File: src/rtl/bcp_pkg.sv
// Shared BCP types: scan FSM states, per-clause status, literal polarity encoding.
package bcp_pkg;

  typedef enum logic [1:0] {IDLE, SCAN, DONE} scan_state_e;

  typedef enum logic [1:0] {SAT, UNIT, CONFLICT, UNRESOLVED} clause_status_e;

  localparam logic LIT_POS = 1'b1;
  localparam logic LIT_NEG = 1'b0;

endpackage

File: src/rtl/bcp_clause_scanner_if.sv
// Loader/sequencer-facing bus of the clause scanner.
// Stats outputs exist only when BCP_SCAN_STATS_EN is defined.
interface bcp_clause_scanner_if #(
  parameter int VAR_NUM    = 8,
  parameter int CLAUSE_NUM = 8,
  parameter int IDX_W      = $clog2(CLAUSE_NUM)
);
  logic               load_en;
  logic [IDX_W-1:0]   load_idx;
  logic [VAR_NUM-1:0] load_mask;
  logic [VAR_NUM-1:0] load_type;
  logic               start;
  logic [VAR_NUM-1:0] assignment;
  logic [VAR_NUM-1:0] free;
  logic               busy;
  logic               done;
  logic               implication_valid;
  logic [VAR_NUM-1:0] implication_var;
  logic               implication_value;
  logic [IDX_W-1:0]   implication_idx;
  logic               conflict;
  logic [IDX_W-1:0]   conflict_idx;
`ifdef BCP_SCAN_STATS_EN
  logic [IDX_W:0]     impl_count;
  logic [IDX_W:0]     sat_count;
`endif

  modport master (
    output load_en, load_idx, load_mask, load_type, start, assignment, free,
    input  busy, done, implication_valid, implication_var, implication_value,
           implication_idx, conflict, conflict_idx
`ifdef BCP_SCAN_STATS_EN
    , input impl_count, sat_count
`endif
  );

  modport slave (
    input  load_en, load_idx, load_mask, load_type, start, assignment, free,
    output busy, done, implication_valid, implication_var, implication_value,
           implication_idx, conflict, conflict_idx
`ifdef BCP_SCAN_STATS_EN
    , output impl_count, sat_count
`endif
  );
endinterface

File: src/rtl/bcp_clause_eval.sv
// Combinational single-clause evaluator: classifies a clause against the
// current assignment and reports the implied literal when it is unit.
module bcp_clause_eval
  import bcp_pkg::*;
#(
  parameter int VAR_NUM = 8
) (
  input  logic [VAR_NUM-1:0] mask,
  input  logic [VAR_NUM-1:0] lit_type,
  input  logic [VAR_NUM-1:0] assignment,
  input  logic [VAR_NUM-1:0] free,
  output clause_status_e     status,
  output logic [VAR_NUM-1:0] implied_var,
  output logic               implied_value
);
  logic [VAR_NUM-1:0] sat_bits, open_bits;
  logic               one_open;

  assign sat_bits  = mask & ~free & ~(assignment ^ lit_type);
  assign open_bits = mask & free;
  // Exactly one bit set: non-zero and clearing the lowest set bit leaves zero.
  assign one_open  = (open_bits != '0) && ((open_bits & (open_bits - VAR_NUM'(1))) == '0);

  always_comb begin
    status = UNRESOLVED;
    if (|sat_bits)             status = SAT;
    else if (open_bits == '0)  status = CONFLICT;
    else if (one_open)         status = UNIT;
  end

  assign implied_var   = open_bits;
  assign implied_value = (|(lit_type & open_bits)) ? LIT_POS : LIT_NEG;
endmodule

File: src/rtl/bcp_clause_scanner.sv
// Clause bank + one-clause-per-cycle BCP scanner with early exit on conflict.
// Define BCP_SCAN_STATS_EN to add per-pass UNIT/SAT counters.
module bcp_clause_scanner
  import bcp_pkg::*;
#(
  parameter int VAR_NUM    = 8,
  parameter int CLAUSE_NUM = 8,
  parameter int IDX_W      = $clog2(CLAUSE_NUM)
) (
  input  logic                 clock,
  input  logic                 reset,
  bcp_clause_scanner_if.slave  bus
);
  scan_state_e                         state, state_nxt;
  logic [IDX_W-1:0]                    scan_idx, scan_idx_nxt;
  logic [CLAUSE_NUM-1:0]               valid_q;
  logic [CLAUSE_NUM-1:0][VAR_NUM-1:0]  bank_mask, bank_type;

  clause_status_e      cl_status;
  logic [VAR_NUM-1:0]  cl_var;
  logic                cl_val, cl_live, hit_conflict, last_idx, start_pass;

  bcp_clause_eval #(.VAR_NUM(VAR_NUM)) u_eval (
    .mask          (bank_mask[scan_idx]),
    .lit_type      (bank_type[scan_idx]),
    .assignment    (bus.assignment),
    .free          (bus.free),
    .status        (cl_status),
    .implied_var   (cl_var),
    .implied_value (cl_val)
  );

  assign start_pass   = (state == IDLE) && bus.start;
  assign cl_live      = (state == SCAN) && valid_q[scan_idx];
  assign hit_conflict = cl_live && (cl_status == CONFLICT);
  assign last_idx     = (scan_idx == IDX_W'(CLAUSE_NUM - 1));

  always_comb begin
    state_nxt    = state;
    scan_idx_nxt = scan_idx;
    case (state)
      IDLE: if (bus.start) begin
        state_nxt    = SCAN;
        scan_idx_nxt = '0;
      end
      SCAN: if (hit_conflict || last_idx) state_nxt = DONE;
            else                          scan_idx_nxt = scan_idx + IDX_W'(1);
      DONE:    state_nxt = IDLE;
      default: state_nxt = IDLE;
    endcase
  end

  always_ff @(posedge clock) begin
    if (reset) begin
      state    <= IDLE;
      scan_idx <= '0;
    end else begin
      state    <= state_nxt;
      scan_idx <= scan_idx_nxt;
    end
  end

  // Loads are only honoured while idle so a pass sees a stable bank.
  always_ff @(posedge clock) begin
    if (reset)                               valid_q <= '0;
    else if (bus.load_en && state == IDLE)   valid_q[bus.load_idx] <= 1'b1;
  end

  always_ff @(posedge clock) begin
    if (bus.load_en && state == IDLE) begin
      bank_mask[bus.load_idx] <= bus.load_mask;
      bank_type[bus.load_idx] <= bus.load_type;
    end
  end

  logic               impl_vld_q, impl_val_q, conf_q;
  logic [VAR_NUM-1:0] impl_var_q;
  logic [IDX_W-1:0]   impl_idx_q, conf_idx_q;

  always_ff @(posedge clock) begin
    if (reset) begin
      impl_vld_q <= 1'b0;
      impl_val_q <= 1'b0;
      impl_var_q <= '0;
      impl_idx_q <= '0;
      conf_q     <= 1'b0;
      conf_idx_q <= '0;
    end else begin
      impl_vld_q <= 1'b0;
      if (cl_live && cl_status == UNIT) begin
        impl_vld_q <= 1'b1;
        impl_var_q <= cl_var;
        impl_val_q <= cl_val;
        impl_idx_q <= scan_idx;
      end
      if (start_pass) conf_q <= 1'b0;
      if (hit_conflict) begin
        conf_q     <= 1'b1;
        conf_idx_q <= scan_idx;
      end
    end
  end

  assign bus.busy              = (state == SCAN);
  assign bus.done              = (state == DONE);
  assign bus.implication_valid = impl_vld_q;
  assign bus.implication_var   = impl_var_q;
  assign bus.implication_value = impl_val_q;
  assign bus.implication_idx   = impl_idx_q;
  assign bus.conflict          = conf_q;
  assign bus.conflict_idx      = conf_idx_q;

`ifdef BCP_SCAN_STATS_EN
  logic [IDX_W:0] impl_cnt_q, sat_cnt_q;

  always_ff @(posedge clock) begin
    if (reset || start_pass) begin
      impl_cnt_q <= '0;
      sat_cnt_q  <= '0;
    end else if (cl_live) begin
      if (cl_status == UNIT) impl_cnt_q <= impl_cnt_q + (IDX_W+1)'(1);
      if (cl_status == SAT)  sat_cnt_q  <= sat_cnt_q + (IDX_W+1)'(1);
    end
  end

  assign bus.impl_count = impl_cnt_q;
  assign bus.sat_count  = sat_cnt_q;
`endif
endmodule
File: src/flat_wrapper.sv
// flat-port wrapper written by rule: the top's interface ports become plain ports
module bcp_clause_scanner_flat import bcp_pkg::*;
#(
  parameter int VAR_NUM    = 8,
  parameter int CLAUSE_NUM = 8,
  parameter int IDX_W      = $clog2(CLAUSE_NUM)
)
  (clock, reset, bus_load_en, bus_load_idx, bus_load_mask, bus_load_type, bus_start, bus_assignment, bus_free, bus_busy, bus_done, bus_implication_valid, bus_implication_var, bus_implication_value, bus_implication_idx, bus_conflict, bus_conflict_idx);
  bcp_clause_scanner_if #(.VAR_NUM(VAR_NUM), .CLAUSE_NUM(CLAUSE_NUM), .IDX_W(IDX_W)) bus_i ();
  input  logic clock;
  input  logic reset;
  input wire logic [$bits(bus_i.load_en)-1:0] bus_load_en;
  input wire logic [$bits(bus_i.load_idx)-1:0] bus_load_idx;
  input wire logic [$bits(bus_i.load_mask)-1:0] bus_load_mask;
  input wire logic [$bits(bus_i.load_type)-1:0] bus_load_type;
  input wire logic [$bits(bus_i.start)-1:0] bus_start;
  input wire logic [$bits(bus_i.assignment)-1:0] bus_assignment;
  input wire logic [$bits(bus_i.free)-1:0] bus_free;
  output wire logic [$bits(bus_i.busy)-1:0] bus_busy;
  output wire logic [$bits(bus_i.done)-1:0] bus_done;
  output wire logic [$bits(bus_i.implication_valid)-1:0] bus_implication_valid;
  output wire logic [$bits(bus_i.implication_var)-1:0] bus_implication_var;
  output wire logic [$bits(bus_i.implication_value)-1:0] bus_implication_value;
  output wire logic [$bits(bus_i.implication_idx)-1:0] bus_implication_idx;
  output wire logic [$bits(bus_i.conflict)-1:0] bus_conflict;
  output wire logic [$bits(bus_i.conflict_idx)-1:0] bus_conflict_idx;
  assign bus_i.load_en = bus_load_en;
  assign bus_i.load_idx = bus_load_idx;
  assign bus_i.load_mask = bus_load_mask;
  assign bus_i.load_type = bus_load_type;
  assign bus_i.start = bus_start;
  assign bus_i.assignment = bus_assignment;
  assign bus_i.free = bus_free;
  assign bus_busy = bus_i.busy;
  assign bus_done = bus_i.done;
  assign bus_implication_valid = bus_i.implication_valid;
  assign bus_implication_var = bus_i.implication_var;
  assign bus_implication_value = bus_i.implication_value;
  assign bus_implication_idx = bus_i.implication_idx;
  assign bus_conflict = bus_i.conflict;
  assign bus_conflict_idx = bus_i.conflict_idx;
  bcp_clause_scanner #(.VAR_NUM(VAR_NUM), .CLAUSE_NUM(CLAUSE_NUM), .IDX_W(IDX_W)) u_core (.clock(clock), .reset(reset), .bus(bus_i));
endmodule
File: config.mk
export PLATFORM = sky130hd
export DESIGN_NAME = bcp_clause_scanner_flat
export DESIGN_NICKNAME = d
export VERILOG_FILES = /design/src/rtl/bcp_pkg.sv /design/src/rtl/bcp_clause_scanner_if.sv /design/src/rtl/bcp_clause_eval.sv /design/src/rtl/bcp_clause_scanner.sv /design/src/flat_wrapper.sv
export SDC_FILE = /design/constraint.sdc
export NUM_CORES = 1
export LEC_CHECK = 0
export BUFFER_PORTS_ARGS = -buffer_cell sky130_fd_sc_hd__buf_2
export CORE_MARGIN = 2
export CORE_UTILIZATION = 51
export CTS_CLUSTER_DIAMETER = 30
export DETAILED_ROUTE_END_ITERATION = 16
export PLACE_DENSITY = 0.7
export SYNTH_ARGS = -nofsm -noshare
export SYNTH_HDL_FRONTEND = slang
export SYNTH_SLANG_ARGS = --single-unit
File: constraint.sdc
create_clock -name clock -period 7.4 [get_ports clock]
set_input_delay 1.11 -clock clock [delete_from_list [all_inputs] [get_ports clock]]
set_output_delay 1.11 -clock clock [all_outputs]
set_load 0.005 [all_outputs]
After elaboration in Yosys (flattened, before gate mapping)
Cells that the tools add are included.
- equal/unequal tests: 8
- reductions and logical operators: 18
- divide/modulo/power cells: 0
- mux-type cells: 25
- shift operators: 0
- $mul: 0
- $lt $le $gt $ge: 3
- add/subtract/negate cells: 2
- bitwise gates (word level): 9
- operator list (cell ; number):
    64-bit bitwise mux ; 2
    8-bit binary-select mux with 3-bit select ; 2
    8-bit bitwise AND ; 5
    8-bit demux with 3-bit select ; 1
    8-bit two-way mux ; 3
    8-bit zero test ; 2
    8-bit inverter ; 2
    8-bit OR reduction ; 2
    2-bit two-way mux ; 5
    3-bit by 4-bit < comparator with 1-bit output (second input constant) ; 2
    8-bit OR ; 1
    8-bit nonzero test ; 1
    8-bit by 1-bit subtractor with 8-bit output (second input constant) ; 1
    8-bit bitwise XOR ; 1
    1-bit logical AND ; 7
    1-bit two-way mux ; 6
    3-bit two-way mux ; 2
    3-bit one-hot mux with 2 select lines ; 1
    2-bit by 1-bit equality test with 1-bit output (second input constant) ; 2
    2-bit equality test (second input constant) ; 2
    2-bit inequality test (second input constant) ; 2
    2-bit one-hot mux with 2 select lines ; 1
    2-bit nonzero test ; 2
    3-bit by 1-bit adder with 3-bit output (second input constant) ; 1
    9 further kinds ; 9
- ROM bits: 0
- memories kept: 0
- bits in latches: 0
- register bits: 158
- RAM bits: 0

Depth between registers and ports, before layout
Gate-level depths: netlist (run 1).
- depth after elaboration: 15
- depth in mapped cells: 13
- gate-level depth less buffers: 9

Cells and area by module
A second synthesis (run 1) with hierarchy kept.
- cell total of the unflattened synthesis: 377
- area total of the unflattened synthesis: 6525.0 um^2
- by module, submodules not included (module ; times used ; area each (um^2) ; cells an instance):
    bcp_clause_scanner ; 1 ; 6159.7 ; 319
    bcp_clause_eval ; 1 ; 365.4 ; 58

Worst setup path before layout (run 1)
OpenSTA, ideal clock, no wires.
- path kind: reg2reg
- start: register u_core.scan_idx[0]
- end: register u_core.impl_var_q[5], in the netlist u_core.bus.implication_var[5]
- cell stages (with the launch flop): 12
- slack: 4439 ps
- setup time: 71 ps
- period minus slack after synthesis: 2961 ps
- data arrival time: 2890 ps
- cell sequence: dfxtp_1 -> buf_6 -> mux4_2 -> mux2i_1 -> xnor2_1 -> nor3_1 -> or4_4 -> nor4_4 -> nand3_2 -> buf_6 -> or2_0 -> a21oi_1
- longest elaborated chain between the ends: 12
- ends and longest elaborated chain (element ; RTL line ; text):
    start, declared ; bcp_clause_scanner.sv:15 ; logic [IDX_W-1:0] scan_idx, scan_idx_nxt;
    start signal, assigned ; bcp_clause_scanner.sv:59 ; scan_idx <= scan_idx_nxt;
    8-bit binary-select mux with 3-bit select ; bcp_clause_scanner.sv:24 ; .mask (bank_mask[scan_idx]),
    8-bit two-way mux (implied by the code) ; bcp_clause_scanner.sv:24 ;
    8-bit bitwise AND ; bcp_clause_eval.sv:20 ; assign open_bits = mask & free;
    8-bit by 1-bit subtractor with 8-bit output ; bcp_clause_eval.sv:22 ; assign one_open = (open_bits != '0) && ((open_bits & (open_bits - VAR_NUM'(1))) == '0);
    8-bit bitwise AND ; bcp_clause_eval.sv:22 ;
    8-bit zero test ; bcp_clause_eval.sv:22 ;
    1-bit logical AND ; bcp_clause_eval.sv:22 ;
    2-bit two-way mux ; bcp_clause_eval.sv:28 ; else if (one_open) status = UNIT;
    2-bit two-way mux ; bcp_clause_eval.sv:27 ; else if (open_bits == '0) status = CONFLICT;
    2-bit two-way mux ; bcp_clause_eval.sv:26 ; if (|sat_bits) status = SAT;
    2-bit by 1-bit equality test with 1-bit output ; bcp_clause_scanner.sv:90 ; if (cl_live && cl_status == UNIT) begin
    1-bit logical AND ; bcp_clause_scanner.sv:90 ;
    end signal, assigned ; bcp_clause_scanner.sv:92 ; impl_var_q <= cl_var;
    end, declared ; bcp_clause_scanner.sv:77 ; logic [VAR_NUM-1:0] impl_var_q;
Several ways; a longest one is shown, not always the timed one. The select of a mux whose other input is x is not followed.
A chain may end at the register's enable or synchronous reset.

Worst setup path in the final report (run 1)
- start: register u_core.scan_idx[1]
- end: register u_core.impl_var_q[5], in the netlist u_core.bus.implication_var[5]
The elaborated chain is that of the path after synthesis.

==> flow_summary_export.csv, run 1 <==
group,metric,value,unit
run_status,status,"complete, no violations",
power,power.leakage,2.61,nW
clocking,clk_latency,0.42,ns
drt,vias,3776,
final_layout,drive_gt1_frac,0.207,
clocking,cts_tree,"built",
clocking,cts_max_level,4,
synthesis,async_reset_ff_frac,0,
placed_design,place_congestion,0.788,
final_layout,final_util,0.602,
clocking,cts_setup_buffers,0,
critical_path,cp-end-kind,"flip-flop",
final_layout,final_cell_mix,"edfxtp_1, mux2i_1, buf_2",
floorplanning,die_h,116,um
critical_path,r2r-start,"u_core.scan_idx[1]",
timing,drv_slew,0,
final_layout,final.fill_count,956,
clocking,cts_max_path_buffers,2,
timing,setup_viol,0,
grt,grt_pass1_wl,20900,um
synthesis,syn_area_per_cell,14.8,um2
critical_path,worst-path-max-fanout,46,
drt,drtIter0Drc,283,
floorplanning,die_w,116,um
clocking,cts_root_buffer,"clkbuf_16",
placed_design,dp_slack,3.62,ns
clocking,cts_resized,0,
placed_design,place_hpwl,8600,um
synthesis,dominantRegCellSynth,"edfxtp_1",
timing,max_freq,267,MHz
floorplanning,row_count,41,
job,max-cap-violations,0,
grt,antenna_found_initial,0,
synthesis,synth-warning-count,0,
timing,finalCritPeriodShare,0.506,
worst_hold_path,hold_path_startpoint,"u_core.bus.implication_var[1]",
critical_path,cp-startpoint,"u_core.scan_idx[1]",
grt,grt_max_degree,47,
critical_path,timing.rr.end,"u_core.bus.implication_var[5]",
power,powerDensity,259,nW/um2
critical_path,ff2ff_path_depth,10,
clocking,ctsHoldBuffers,0,
critical_path,reg2reg_slack,3.66,ns
synthesis,synth_edf_count,128,
floorplanning,core,12500,um2
drt,wl_per_cell,19.6,um
timing,finClkSkew,0.00499,ns
final_layout,multiInputGateArea,1890,um2
floorplanning,ios,58,
clocking,cts.sinks,158,
synthesis,synth.net_count,478,
worst_hold_path,hold_end,"u_core.bus.implication_var[1]",
drt,drc,0,
critical_path,crit_required,7.75,ns
final_layout,nets,545,
final_layout,final_common_cell,"edfxtp_1",
floorplanning,start_util,0.517,
drt,drt_wl_total,13500,um
synthesis,ys_ff_latch,158,
critical_path,worstSetupPathType,"flip-flop to flip-flop",
worst_hold_path,hp-class,"flip-flop to flip-flop",
grt,grt_pass1_vias,3851,
drt,first_pass_iters,4,
timing,hold_viol,0,
placed_design,io_buffer_count,57,
synthesis,synthesis.instances,437,
synthesis,netlist_area,6450,um2
timing,tightest_slew,0.699,ns
timing,tns,0,ns
timing,rsz0062_at_grt,"no",
final_layout,n_antenna_cell,0,
clocking,cts-buffers-inserted,17,
timing,fin_ws,3.66,ns
power,ir_worst_vdd,0.195,mV
synthesis,yosysUniqueCellTypes,42,
grt,grt_usage,0.216,
critical_path,startpoint_type,"flip-flop",
grt,grt_overflow,0,
critical_path,cp_data_arrival_time,4.09,ns
clocking,cts.clk_slew.worst_paths,0.06,ns
synthesis,ys_seq_area_frac,0.689,
final_layout,area_delta_synth_final,16.4,%
drt,vias_per_cell,5.48,
final_layout,seqCellArea,4450,um2
worst_hold_path,hold-path-cell-count,2,
timing,slew-limit-headroom,0.533,
drt,ant_nets,0,
timing,fin_crit,3.74,ns
floorplanning,die-area,13600,um2
==> cell families (layout without fill, tap and decap cells) <==
logic type | Yosys count | after routing | synth area share
compound gates | 51 | 51 | 0.0555
simple gates | 122 | 122 | 0.0926
xor+xnor | 9 | 9 | 0.0122
mux | 73 | 73 | 0.126
fa+ha+maj | 3 | 3 | 0.00543
flops | 158 | 158 | 0.689
buf+inv | 21 | 101 | 0.0188
==> report_power, final <==
| group | total [mW] | switching (mW) | internal (mW) |
|---|---|---|---|
| Clock | 0.854 | 0.328 | 0.526 |
| Combinational | 0.109 | 0.0683 | 0.0408 |
| Sequential | 0.983 | 0.00697 | 0.976 |
==> area by class of cell <==
| cell class | instances | area share |
|---|---|---|
| clock buffers | 20 | 0.0582 |
| clock inverters | 12 | 0.0193 |
| inverters | 2 | 0.00100 |
| multi-input cells | 258 | 0.252 |
| flip-flops and latches | 158 | 0.593 |
| well taps | 172 | 0.0287 |
| repair buffers | 67 | 0.0480 |
==> stage by stage <==
stage / hold slack (ns) / cells / power (mW) / area [um2]
final: 0.451 / 689 / 1.95 / 7500
after floorplan: 0.435 / 437 / 1.07 / 6450
after global routing: 0.472 / 689 / 2.01 / 7500
after CTS: 0.453 / 689 / 1.96 / 7500
after global placement: 0.442 / 657 / 1.11 / 6920
after detailed placement: 0.445 / 657 / 1.11 / 6920
==> per-layer routing <==
layer	global-route usage	up-vias	share of wire
li1	-	1793	-
met1	0.289	1838	0.45
met2	0.338	119	0.48
met3	0.0545	26	0.055
met4	0.0960	0	0.024
met5	0	-	0
==> state kept, by name, summed over array words and instances, names as in the netlist <==
| name | cells |
|---|---|
| u_core.bank_type | 64 |
| u_core.bus.conflict | 1 |
| u_core.state | 2 |
| u_core.scan_idx | 3 |
| u_core.bank_mask | 64 |
| u_core.bus.implication_var | 8 |
| u_core.bus.implication_value | 1 |
| u_core.valid_q | 8 |
| u_core.bus.implication_idx | 3 |
| u_core.bus.conflict_idx | 3 |
| u_core.bus.implication_valid | 1 |
==> synth_stat cells (2+ instances only) <==
library cell / instances / area share
nand3b_1: 4 / 0.0047
nand4_1: 3 / 0.0029
xor2_1: 2 / 0.0027
or2_0: 6 / 0.0058
clkbuf_1: 5 / 0.0029
buf_2: 6 / 0.0047
nor2b_1: 8 / 0.0078
mux4_2: 4 / 0.014
buf_4: 5 / 0.0058
buf_6: 2 / 0.0035
dfxtp_1: 30 / 0.093
nor3_1: 5 / 0.0039
nor2_1: 39 / 0.023
nand3_1: 11 / 0.0085
a32o_1: 2 / 0.0031
edfxtp_1: 128 / 0.60
mux2i_1: 67 / 0.10
xnor2_1: 7 / 0.0095
a21oi_1: 13 / 0.010
nand2_1: 31 / 0.018
a22o_1: 2 / 0.0027
a22oi_1: 23 / 0.027
nand2b_1: 5 / 0.0049
o22ai_1: 2 / 0.0019
inv_1: 2 / 0.0012
o32ai_1: 3 / 0.0041
ha_1: 2 / 0.0039
mux4_1: 2 / 0.0082
and2_1: 5 / 0.0049
==> worst max-delay path, cell delays in order, from the launching register on <==
cell and delay [ns]:
dfxtp_2 0.32, buf_4 0.55, mux4_1 0.41, mux2i_1 0.28, xnor2_1 0.16, nor3_1 0.07, or4_4 0.52, nor4_4 0.46
nand3_2 0.42, or2_0 0.34, a21oi_1 0.13
==> how the worst max path moves through the flow <==
| stage | end | slack (ns) | cells past startpoint |
|---|---|---|---|
| floorplan | u_core.bus.implication_var[5] | 4.44 | 11 |
| global placement | u_core.bus.implication_var[3] | 3.73 | 10 |
| detailed placement | u_core.bus.implication_var[4] | 3.62 | 10 |
| CTS | u_core.bus.implication_var[4] | 3.60 | 10 |
| global route | u_core.bus.implication_var[5] | 3.33 | 10 |
| finish | u_core.bus.implication_var[5] | 3.66 | 10 |
Power figures use the tool's default switching activity.
==> run 2: changes to the inputs <==
--- a/config.mk
+++ b/config.mk
@@ -5,6 +5,7 @@
 export SDC_FILE = /design/constraint.sdc
 export NUM_CORES = 1
 export LEC_CHECK = 0
+export ABC_AREA = 1
 export BUFFER_PORTS_ARGS = -buffer_cell sky130_fd_sc_hd__buf_2
 export CORE_MARGIN = 2
 export CORE_UTILIZATION = 51
==> constraint.sdc (replaced) <==
create_clock -name clock -period 3.6 [get_ports clock]
set_input_delay 0.54 -clock clock [delete_from_list [all_inputs] [get_ports clock]]
set_output_delay 0.54 -clock clock [all_outputs]
set_load 0.005 [all_outputs]
==> flow_summary_export.csv, run 2 <==
group,metric,value,unit
run_status,status,"complete, no violations",
clocking,cts_setup_buffers,0,
final_layout,final_cells,1037,
final_layout,n_antenna_cell,0,
grt,grt_usage,0.230,
final_layout,area_delta_synth_final,13.0,%
drt,drc,0,
synthesis,ys_ff_latch,158,
synthesis,async_reset_ff_frac,0,
drt,vias_per_cell,5.14,
critical_path,crit_chain,"inv_4 -> nand2_1 -> nand3_1 -> nand3_1 -> nand3_1 -> inv_1 -> nand2_1 -> nand2_1 -> inv_1 -> nand3_1 -> nor2_2 -> nand2_1 -> nand2_1 -> nand2_1 -> nor2_1",
final_layout,top_regs,"u_core.bank_mask x64, u_core.bank_type x64",
synthesis,synth_top_area_cell,"edfxtp_1",
final_layout,final_cell_mix,"nand2_1, edfxtp_1, inv_1",
critical_path,cp-end-kind,"flip-flop",
floorplanning,row_count,43,
placed_design,place_congestion,0.919,
clocking,cts-buffers-inserted,17,
power,ir_worst_vdd,0.331,mV
drt,wl_per_cell,15.6,um
final_layout,final_common_cell,"nand2_1",
critical_path,worst-path-max-fanout,61,
floorplanning,core,13800,um2
synthesis,dominantRegCellSynth,"edfxtp_1",
final_layout,drive_gt1_frac,0.133,
power,power.leakage,3.62,nW
synthesis,yosysMostFrequentCell,"nand2_1",
placed_design,io_buffer_count,57,
drt,drtIter0Drc,377,
critical_path,crit_path_top_delay_cell,"nor2_2",
synthesis,synth_top_area_share,0.534,
synthesis,ys_seq_area_frac,0.618,
clocking,cts_root_buffer,"clkbuf_16",
timing,setup_viol,0,
timing,hold_viol,0,
timing,tightest_slew,0.753,ns
synthesis,yosysUniqueCellTypes,26,
drt,vias,5328,
critical_path,startpoint_type,"flip-flop",
timing,tns,0,ns
grt,grt_pass1_vias,5014,
timing,finalCritPeriodShare,0.826,
grt,grt_max_degree,62,
clocking,cts_max_path_buffers,2,
floorplanning,die_h,123,um
clocking,cts.sinks,158,
critical_path,crit_path_max_incr_delay,0.60,ns
drt,drt_wl_total,16200,um
clocking,cts_max_level,4,
floorplanning,die_w,123,um
clocking,cts.clk_slew.worst_paths,0.06,ns
grt,grt_pass1_wl,25600,um
power,powerDensity,514,nW/um2
critical_path,worstSetupPathType,"flip-flop to flip-flop",
grt,antenna_found_initial,0,
timing,slew-limit-headroom,0.498,
drt,first_pass_iters,5,
placed_design,place_inst,1005,
synthesis,netlist_area,7200,um2
floorplanning,start_util,0.520,
timing,finClkSkew,0.00684,ns
synthesis,synthTopCellsByCount,"nand2_1, edfxtp_1, inv_1",
critical_path,reg2reg_slack,0.62,ns
job,max-cap-violations,0,
synthesis,synth-warning-count,0,
placed_design,placed_cell_area,7600,um2
final_layout,fin_area,8130,um2
clocking,clk_latency,0.43,ns
clocking,cts_resized,0,
placed_design,place_hpwl,9970,um
timing,max_freq,336,MHz
timing,rsz0062_at_grt,"no",
power,power,4.18,mW
clocking,cts_tree,"built",
timing,drv_slew,0,
floorplanning,ios,58,
worst_hold_path,hp-class,"input port to flip-flop",
floorplanning,die-area,15100,um2
grt,grt_overflow,0,
critical_path,cp_data_arrival_time,3.33,ns
final_layout,final_util,0.588,
synthesis,synth.area.top_cells,"edfxtp_1, nand2_1, dfxtp_1, nand3_1, inv_1",
final_layout,final.fill_count,1151,
critical_path,cpMostUsedCell,"nand2_1",
synthesis,synth.net_count,827,
final_layout,nets,885,
drt,ant_nets,0,
final_layout,seqCellArea,4450,um2
synthesis,synthesis.instances,786,
clocking,ctsHoldBuffers,0,
critical_path,crit_required,3.96,ns
synthesis,synth_edf_count,128,
synthesis,syn_area_per_cell,9.16,um2
final_layout,multiInputGateArea,2060,um2
timing,fin_crit,2.98,ns
## run 2: worst paths after layout
| check | from | end | depth (start not counted) |
|---|---|---|---|
| hold / removal | bus_load_mask[2] | u_core.bank_mask[50] | 1 |
| setup / recovery | u_core.scan_idx[0] | u_core.bus.implication_var[6] | 15 |
| setup reg to reg | u_core.scan_idx[0] | u_core.bus.implication_var[6] | 15 |
| hold reg to reg | u_core.bus.conflict_idx[0] | u_core.bus.conflict_idx[0] | 2 |
## run 2: final cells by class
class | count | share of cell area
multi-input combinational | 469 | 0.254
timing repair buffer | 70 | 0.0471
clock buffer | 19 | 0.0532
inverter | 128 | 0.0594
clock inverter | 13 | 0.0122
tap | 180 | 0.0277
sequential | 158 | 0.547
## run 2: kinds of logic after synthesis
kind of cell             Yosys count  synth area share
AO/OA/AOI/OAI                     34            0.0249
adder cells (fa/ha/maj)            2           0.00348
buffers and inverters            159            0.0974
flip-flops                       158             0.618
AND/OR/NAND/NOR                  433             0.257
## run 2: through the flow
stage	hold WS (ns)	setup slack, ns
floorplan	0.435	1.26
global placement	0.433	0.807
detailed placement	0.437	0.686
CTS	0.375	0.660
global route	0.380	0.272
finish	0.382	0.625
## run 2: where the power goes
| group | internal (mW) | leakage [nW] | total (mW) | switching, mW |
|---|---|---|---|---|
| logic | 0.156 | 1.97 | 0.527 | 0.371 |
| registers | 2.01 | 1.40 | 2.03 | 0.0122 |
| clock network | 0.936 | 0.251 | 1.62 | 0.687 |
## run 2: per-layer routing
metal  part of all wire  GRT usage  up-vias  wire, um
li1                   -          -     2625         -
met1               0.44      0.298     2505      7100
met2               0.49      0.383      170      7910
met3              0.051     0.0455       28       823
met4              0.021     0.0898        0       334
met5                  0          0        -         0
## run 2: worst max-delay path, delay by kind of cell, from the launching register on
family	cells	cell delay, ns
buffers and inverters	3	0.57
and+or+nand+nor	12	1.98
DFF	1	0.34
==> run 3: changes to the inputs <==
==> constraint.sdc (replaced) <==
create_clock -name clock -period 3 [get_ports clock]
set_input_delay 0.45 -clock clock [delete_from_list [all_inputs] [get_ports clock]]
set_output_delay 0.45 -clock clock [all_outputs]
set_load 0.005 [all_outputs]
==> flow_summary_export.csv, run 3 (synthesis results as in run 2) <==
group,metric,value,unit
run_status,status,"complete, no violations",
grt,grt_max_degree,62,
grt,grt_overflow,0,
critical_path,cp-end-kind,"flip-flop",
final_layout,final.fill_count,1159,
drt,drt_wl_total,16800,um
drt,ant_nets,0,
timing,fin_crit,2.62,ns
clocking,cts_setup_buffers,0,
grt,grt_usage,0.240,
clocking,cts_max_level,4,
clocking,clk_latency,0.44,ns
placed_design,io_buffer_count,57,
floorplanning,row_count,43,
final_layout,top_regs,"u_core.bank_mask x64, u_core.bank_type x64",
final_layout,drive_gt1_frac,0.141,
timing,tightest_slew,0.666,ns
clocking,cts.clk_slew.worst_paths,0.06,ns
critical_path,cp_data_arrival_time,2.99,ns
clocking,cts_max_path_buffers,2,
drt,vias,5455,
floorplanning,core,13800,um2
floorplanning,start_util,0.520,
critical_path,worst-path-max-fanout,52,
clocking,cts.sinks,158,
timing,finClkSkew,0.00929,ns
floorplanning,die_h,123,um
clocking,cts-buffers-inserted,17,
floorplanning,die_w,123,um
timing,tns,0,ns
final_layout,area_delta_synth_final,14.2,%
final_layout,final_cell_mix,"nand2_1, edfxtp_1, inv_1",
floorplanning,die-area,15100,um2
critical_path,startpoint_type,"flip-flop",
timing,max_freq,382,MHz
job,max-cap-violations,0,
drt,vias_per_cell,5.24,
timing,slew-limit-headroom,0.555,
drt,drc,0,
clocking,ctsHoldBuffers,0,
timing,hold_viol,0,
drt,drtIter0Drc,479,
floorplanning,ios,58,
placed_design,place_hpwl,10400,um
timing,finalCritPeriodShare,0.872,
final_layout,nets,889,
final_layout,final_common_cell,"nand2_1",
clocking,cts_resized,0,
clocking,cts_root_buffer,"clkbuf_16",
critical_path,crit_required,3.37,ns
final_layout,n_antenna_cell,0,
grt,antenna_found_initial,0,
placed_design,place_congestion,0.859,
clocking,cts_tree,"built",
timing,drv_slew,0,
final_layout,final_util,0.595,
worst_hold_path,hp-class,"input port to flip-flop",
critical_path,worstSetupPathType,"flip-flop to flip-flop",
power,power.leakage,3.67,nW
timing,setup_viol,0,
power,powerDensity,638,nW/um2
drt,first_pass_iters,5,
power,ir_worst_vdd,0.400,mV
timing,rsz0062_at_grt,"no",
grt,grt_pass1_wl,26500,um
power,power,5.24,mW
grt,grt_pass1_vias,5236,
drt,wl_per_cell,16.1,um
run 3: cell type report:
cell class | count | area, um2 | share of cell area
flip-flops and latches | 158 | 4450 | 0.541
multi-input cells | 469 | 2060 | 0.251
inverters | 128 | 483 | 0.0587
clock buffers | 17 | 425 | 0.0517
repair buffers | 74 | 413 | 0.0502
well taps | 180 | 225 | 0.0274
clock inverters | 15 | 168 | 0.0204
run 3: path summary, 6_finish.rpt:
kind / start / to / slack [ns] / depth (start not counted)
setup / recovery: u_core.scan_idx[0] / u_core.bus.implication_var[6] / 0.38 / 16
hold / removal: bus_load_type[7] / u_core.bank_type[31] / 0.28 / 1
setup reg to reg: u_core.scan_idx[0] / u_core.bus.implication_var[6] / 0.38 / 16
hold reg to reg: u_core.bus.conflict_idx[1] / u_core.bus.conflict_idx[1] / 0.45 / 2
run 3: report_power, final:
group | internal (mW) | leakage (nW) | total, mW | switching, mW
Sequential | 2.42 | 1.40 | 2.43 | 0.0148
Combinational | 0.193 | 1.99 | 0.647 | 0.453
Clock | 1.30 | 0.281 | 2.16 | 0.862
run 3: critical path, stage by stage, from the launching register on:
cell and delay, ns:
dfxtp_2 0.36, buf_4 0.45, nand2_1 0.10, nand2_1 0.10, nand2_1 0.06, nand3_1 0.15
nand3_1 0.21, nand2_1 0.14, nor2_1 0.06, nand2_1 0.09, nand2_1 0.06, nor2_1 0.13
buf_4 0.25, nand2_1 0.15, nand2_1 0.09, nand2_1 0.05, nor2_1 0.10
run 3: routing by layer:
layer	wire, um	vias up	share of wire	GRT usage
met5	0	-	0	0
met4	666	0	0.040	0.137
met3	1160	46	0.069	0.0539
li1	-	2641	-	-
met1	7060	2543	0.42	0.301
met2	7920	225	0.47	0.384
run 3: through the flow:
step                      area [um2]  instances  hold WS (ns)  worst slack, ns
after floorplan                 7200        786         0.435            0.754
after global placement          7630       1009         0.433            0.597
after detailed placement        7630       1009         0.440            0.469
after CTS                       8220       1041         0.266            0.452
after global routing            8220       1041         0.291           0.0845
final                           8220       1041         0.282            0.384
